File: src/rtl/output_router.sv
// rtl/output_router.sv - output-port round-robin flit router with per-VC wormhole locking
// One registered output stage; a head locks its VC to the winning input until the tail passes.
module output_router #(
  parameter int N_IN   = 5,
  parameter int FLIT_W = 37,
  parameter int N_VC   = 3,
  parameter int VC_W   = 2
) (
  input  logic                     clk,
  input  logic                     arst,
  input  logic [N_IN-1:0]          in_valid_i,
  input  logic [N_IN*FLIT_W-1:0]   in_flit_i,
  input  logic [N_IN*VC_W-1:0]     in_vc_i,
  output logic [N_IN-1:0]          in_ready_o,
  output logic                     out_valid_o,
  output logic [FLIT_W-1:0]        out_flit_o,
  output logic [VC_W-1:0]          out_vc_o,
  input  logic [N_VC-1:0]          out_ready_i
);

  localparam int PTR_W = (N_IN > 1) ? $clog2(N_IN) : 1;
  localparam logic [1:0] T_HEAD = 2'b00;
  localparam logic [1:0] T_BODY = 2'b01;
  localparam logic [1:0] T_TAIL = 2'b10;
  localparam logic [1:0] T_HT   = 2'b11;

  logic              r_out_valid;
  logic [FLIT_W-1:0] r_out_flit;
  logic [VC_W-1:0]   r_out_vc;
  logic [N_VC-1:0]   r_lock;
  logic [PTR_W-1:0]  r_owner [N_VC];
  logic [PTR_W-1:0]  r_ptr;

  logic              w_cur_ready;
  logic              w_slot_free;
  logic [N_IN-1:0]   w_elig;
  logic [N_IN-1:0]   w_grant;
  logic              w_any_grant;
  logic [PTR_W-1:0]  w_gnt_idx;
  logic [FLIT_W-1:0] w_gnt_flit;
  logic [VC_W-1:0]   w_gnt_vc;
  logic [1:0]        w_gnt_type;

  always_comb begin
    w_cur_ready = 1'b0;
    for (int v = 0; v < N_VC; v++) begin
      if (r_out_vc == VC_W'(v)) w_cur_ready = out_ready_i[v];
    end
    w_slot_free = !r_out_valid || w_cur_ready;
  end

  // Heads need a free VC; body/tail need the lock to be held by this very input.
  always_comb begin
    logic [FLIT_W-1:0] w_flit;
    logic [VC_W-1:0]   w_vc;
    logic [1:0]        w_type;
    logic              w_held;
    logic              w_mine;
    w_elig = '0;
    w_flit = '0;
    w_vc   = '0;
    w_type = '0;
    w_held = 1'b0;
    w_mine = 1'b0;
    for (int i = 0; i < N_IN; i++) begin
      w_flit = in_flit_i[i*FLIT_W +: FLIT_W];
      w_vc   = in_vc_i[i*VC_W +: VC_W];
      w_type = w_flit[FLIT_W-1 -: 2];
      w_held = 1'b0;
      w_mine = 1'b0;
      for (int v = 0; v < N_VC; v++) begin
        if (w_vc == VC_W'(v)) begin
          w_held = r_lock[v];
          w_mine = (r_owner[v] == PTR_W'(i));
        end
      end
      w_elig[i] = in_valid_i[i] && w_slot_free && (32'(w_vc) < 32'(N_VC)) &&
                  ((!w_held && (w_type == T_HEAD || w_type == T_HT)) ||
                   (w_held && w_mine && (w_type == T_BODY || w_type == T_TAIL)));
    end
  end

  always_comb begin
    logic [PTR_W-1:0] w_idx;
    w_grant     = '0;
    w_any_grant = 1'b0;
    w_gnt_idx   = '0;
    w_idx       = '0;
    for (int k = 1; k <= N_IN; k++) begin
      w_idx = PTR_W'((int'(r_ptr) + k) % N_IN);
      if (!w_any_grant && w_elig[w_idx]) begin
        w_any_grant    = 1'b1;
        w_grant[w_idx] = 1'b1;
        w_gnt_idx      = w_idx;
      end
    end
  end

  always_comb begin
    w_gnt_flit = '0;
    w_gnt_vc   = '0;
    for (int i = 0; i < N_IN; i++) begin
      if (w_grant[i]) begin
        w_gnt_flit = in_flit_i[i*FLIT_W +: FLIT_W];
        w_gnt_vc   = in_vc_i[i*VC_W +: VC_W];
      end
    end
    w_gnt_type = w_gnt_flit[FLIT_W-1 -: 2];
  end

  always_ff @(posedge clk or posedge arst) begin
    if (arst) begin
      r_out_valid <= 1'b0;
      r_out_flit  <= '0;
      r_out_vc    <= '0;
      r_lock      <= '0;
      r_ptr       <= PTR_W'(N_IN - 1);
      for (int v = 0; v < N_VC; v++) r_owner[v] <= '0;
    end else if (w_any_grant) begin
      r_out_valid <= 1'b1;
      r_out_flit  <= w_gnt_flit;
      r_out_vc    <= w_gnt_vc;
      r_ptr       <= w_gnt_idx;
      for (int v = 0; v < N_VC; v++) begin
        if (w_gnt_vc == VC_W'(v)) begin
          if (w_gnt_type == T_HEAD) begin
            r_lock[v]  <= 1'b1;
            r_owner[v] <= w_gnt_idx;
          end else if (w_gnt_type == T_TAIL) begin
            r_lock[v]  <= 1'b0;
          end
        end
      end
    end else if (w_slot_free) begin
      r_out_valid <= 1'b0;
    end
  end

  assign in_ready_o  = w_grant;
  assign out_valid_o = r_out_valid;
  assign out_flit_o  = r_out_flit;
  assign out_vc_o    = r_out_vc;

endmodule
File: config.mk
export PLATFORM = sky130hd
export DESIGN_NAME = output_router
export DESIGN_NICKNAME = d
export VERILOG_FILES = /design/src/rtl/output_router.sv
export SDC_FILE = /design/constraint.sdc
export NUM_CORES = 1
export LEC_CHECK = 0
export CAP_MARGIN = 20
export CORE_MARGIN = 5
export CORE_UTILIZATION = 25
export CTS_BUF_LIST = sky130_fd_sc_hd__clkbuf_16
export CTS_CLUSTER_DIAMETER = 150
export DETAILED_ROUTE_END_ITERATION = 16
export GPL_ROUTABILITY_DRIVEN = 0
export PLACE_DENSITY = 0.65
export SYNTH_ARGS = -nofsm -noshare
export SYNTH_HDL_FRONTEND = slang
export SYNTH_SLANG_ARGS = --single-unit
File: constraint.sdc
create_clock -name clk -period 5.6 [get_ports clk]
set_input_delay 0.84 -clock clk [delete_from_list [all_inputs] [get_ports clk]]
set_output_delay 0.84 -clock clk [all_outputs]
set_load 0.1 [all_outputs]
==> results.json <==
{
  "reg2reg_depth": 19,
  "critPathMaxStageDelay_ns": 0.60,
  "finalNetCount": 1105,
  "post_place_cell_area_sq_um": 8392,
  "finalCriticalPeriod_ns": 5.373,
  "synth_edf_count": 0,
  "tritoncts.num_buffers": 5,
  "cts_hold_repair.buffers": 0,
  "postSynth.asyncResetShare_pct": 100.0,
  "post_synth_num_cell_types": 89,
  "timing.critical_path.to_type": "register",
  "place.detailed.hpwl_um": 19660,
  "worst_pin_slew_ns": 1.099,
  "hold_path_class": "reg -> reg",
  "number_of_slew_limit_violations_in_the_final_report": 0,
  "wire_length_of_the_first_global_routing_pass_um": 36850,
  "antenna_found_initial": 3,
  "placeableCoreArea_sq_um": 21020,
  "viasPerCell": 5.594,
  "yosysTopAreaCell": "sky130_fd_sc_hd__dfrtp_1",
  "yosysSeqAreaShare_pct": 25.84,
  "tritoncts_num_sinks": 55,
  "hp-start": "out_flit_o[33]$_DFFE_PP0P_",
  "antenna_left": 0,
  "timing.critical_path.required_ns": 5.80,
  "die_area_sq_um": 24350,
  "overflow": 0,
  "worst-endpoint-arrival_ns": 5.57,
  "mostFrequentLayoutCells": "244 x sky130_fd_sc_hd__clkdlybuf4s50_1, 71 x sky130_fd_sc_hd__a222oi_1, 64 x sky130_fd_sc_hd__nand2_1, 54 x sky130_fd_sc_hd__dfrtp_1, 49 x sky130_fd_sc_hd__buf_4",
  "hold_violations_final": 0,
  "setup.reg_to_reg.worst_slack_ns": 0.23,
  "dr.first_iter.drc_count": 738,
  "grtUsageTotal_pct": 19.46,
  "syn2layout_area_growth_pct": 67.52,
  "first_global_vias": 6217,
  "worstHoldEndpoint": "out_flit_o[33]$_DFFE_PP0P_",
  "chipWidth_um": 156.0,
  "timing.max_cap.violations": 0,
  "syn_area_sq_um": 5331,
  "maximum_clock_insertion_buffer_count": 2,
  "post_synth_main_area_contributors": "sky130_fd_sc_hd__dfrtp_1 25%, sky130_fd_sc_hd__a222oi_1 13%, sky130_fd_sc_hd__ha_1 6.1%",
  "n_fill_cell": 2062,
  "area_of_combinational_cells_with_multiple_inputs_sq_um": 3902,
  "ctsHtreeMaxLevel": 2,
  "dominantRegCellSynth": "sky130_fd_sc_hd__dfrtp_1",
  "cts_tree": "built",
  "crit_buf_inv": 2,
  "layout_commonest_cell": "sky130_fd_sc_hd__clkdlybuf4s50_1",
  "buffer_ports.inserted": 249,
  "dr.pass1.iters": 7,
  "top_level_ports": 250,
  "synth_top_area_share_pct": 25.35,
  "worstReg2RegStart": "r_ptr[2]$_DFFE_PP1P_",
  "timing.final.crit_share_pct": 95.94,
  "route.final.wire_length_um": 25480,
  "slew-limit-headroom_pct": 26.48,
  "layout-drive-gt1-share_pct": 15.43,
  "net_count_of_the_mapped_netlist": 839,
  "path_clk_slew_ns": 0.08,
  "yosys_register_bits": 55,
  "library_cell_used_as_clock_root_buffer": "sky130_fd_sc_hd__clkbuf_16",
  "setup_viol": 0,
  "yosysWarnings": 0,
  "critical-path-top-delay-family": "compound AO/OA/AOI/OAI gates",
  "die_h_um": 156.0,
  "routed-via-count": 6450,
  "critPathSlowestCell": "sky130_fd_sc_hd__dfstp_2",
  "maxClockFrequency_ghz": 0.1861,
  "floorplan.initialDensity_pct": 25.36,
  "fin_worst_skew_ns": 0.01183,
  "num_rows": 53,
  "grt_max_degree": 56,
  "largest_fanout_of_any_net_on_the_critical_path": 9,
  "timing.setup.critical_path_class": "reg -> reg",
  "routed_wire_length_per_instance_um": 22.10,
  "crit-reg2reg-capture": "r_owner[7]$_DFFE_PP0P_",
  "synthCells": 608,
  "clk-insertion-delay-late_ns": 0.31,
  "setup.worst_path.start_class": "register",
  "synth.avg_cell_area_sq_um": 8.769,
  "critical_path.cell_chain": "buf_4 > ha_1 > a21oi_1 > xnor2_2 > ha_1 > o211ai_1 > a311oi_1 > a311oi_1 > buf_4 > nor2b_1 > a21oi_1 > o211a_2 > mux2i_1 > o221ai_4 > o2bb2ai_1 > a221o_1 > mux2_2 > or4_4 > mux2_4",
  "final_cell_area_sq_um": 8931,
  "worst_hold_path.num_cells": 2,
  "layout.area.seq_sq_um": 1378,
  "outcome": "completed",
  "route.detailed.drc": 0
}
registers in the layout, summed over array words and instances, names as in the netlist:
register     count
out_flit_o      37
r_owner          9
r_lock           3
r_ptr            3
out_vc_o         2
out_valid_o      1
Yosys cell counts (all sizes together) (14+ instances only):
cell and n:
inv 30, o21ai 15, xnor2 14, nor3 16, mux2 17, nor2 29
mux2i 15, a21oi 21, dfrtp 54, a222oi 71, nand2 64, ha 26
clkbuf 37
worst register-to-register path: stages (launching register included):
cell                        delay (ns)
sky130_fd_sc_hd__dfstp_2          0.60
sky130_fd_sc_hd__buf_4            0.20
sky130_fd_sc_hd__ha_1             0.30
sky130_fd_sc_hd__a21oi_1          0.10
sky130_fd_sc_hd__xnor2_2          0.27
sky130_fd_sc_hd__ha_1             0.34
sky130_fd_sc_hd__o211ai_1         0.10
sky130_fd_sc_hd__a311oi_1         0.07
sky130_fd_sc_hd__a311oi_1         0.35
sky130_fd_sc_hd__buf_4            0.20
sky130_fd_sc_hd__nor2b_1          0.05
sky130_fd_sc_hd__a21oi_1          0.19
sky130_fd_sc_hd__o211a_2          0.33
sky130_fd_sc_hd__mux2i_1          0.34
sky130_fd_sc_hd__o221ai_4         0.22
sky130_fd_sc_hd__o2bb2ai_1        0.17
sky130_fd_sc_hd__a221o_1          0.28
sky130_fd_sc_hd__mux2_2           0.30
sky130_fd_sc_hd__or4_4            0.57
sky130_fd_sc_hd__mux2_4           0.31
metal layers:
| layer | GRT usage (%) | vias to the layer above | wire length (um) |
|---|---|---|---|
| li1 | - | 2984 | - |
| met1 | 23.12 | 3129 | 9669 |
| met2 | 33.69 | 303 | 12900 |
| met3 | 5.825 | 34 | 2177 |
| met4 | 6.128 | 0 | 731 |
| met5 | 0 | - | 0 |
worst max-delay path by stage:
stage                              start                     end  slack (ns)  depth (start not counted)
floorplan           r_ptr[0]$_DFFE_PP0P_  r_owner[8]$_DFFE_PP0P_       0.004                         26
global placement    r_ptr[2]$_DFFE_PP1P_  r_owner[6]$_DFFE_PP0P_        0.17                         18
detailed placement  r_ptr[0]$_DFFE_PP0P_           in_ready_o[0]        0.16                         21
CTS                 r_ptr[0]$_DFFE_PP0P_           in_ready_o[0]        0.03                         21
global route        r_ptr[1]$_DFFE_PP0P_  r_owner[6]$_DFFE_PP0P_       -0.03                         22
finish              r_ptr[2]$_DFFE_PP1P_  r_owner[7]$_DFFE_PP0P_        0.23                         19
per-stage QoR:
stage                     utilization, %  instances  hold slack (ns)  setup slack [ns]  setup TNS (ns)
after detailed placement           39.92       1126           0.4902            0.1587               0
after floorplan                        -        608           0.5328          0.003787               0
final                              42.49       1153           0.5120            0.2273               0
after global routing               42.49       1153           0.5407          -0.02585        -0.08688
after global placement             39.92       1126           0.4882            0.1678               0
after CTS                          41.03       1136           0.5100           0.02529               0
repair_timing:
action,4_1_cts,5_1_grt
gates resized for setup,6,32
gates cloned,1,1
setup buffers,1,13
pin swaps,1,11
setup endpoints to repair,2,15
logic make-up (layout without fill, tap and decap cells):
| logic type | count (synthesis) | after routing | synth area share (%) |
|---|---|---|---|
| AO/OA/AOI/OAI | 203 | 203 | 32.83 |
| AND/OR/NAND/NOR | 198 | 198 | 19.71 |
| buffers and inverters | 74 | 341 | 5.445 |
| flip-flops | 55 | 55 | 25.84 |
| multiplexers | 32 | 32 | 6.618 |
| adder cells (fa/ha/maj) | 27 | 27 | 6.290 |
| XOR/XNOR | 19 | 19 | 3.262 |
| other | 0 | 3 | 0 |
layout make-up:
| class | count | share of cell area (%) |
|---|---|---|
| repair buffers | 303 | 33.81 |
| flip-flops and latches | 55 | 15.42 |
| clock inverters | 3 | 0.4763 |
| well taps | 275 | 3.853 |
| inverters | 30 | 1.261 |
| multi-input cells | 479 | 43.70 |
| diodes | 3 | 0.08406 |
| clock buffers | 5 | 1.401 |
Power is not shown: default switching activity piles up to over one toggle a cycle in this logic, so the estimate is an artifact.
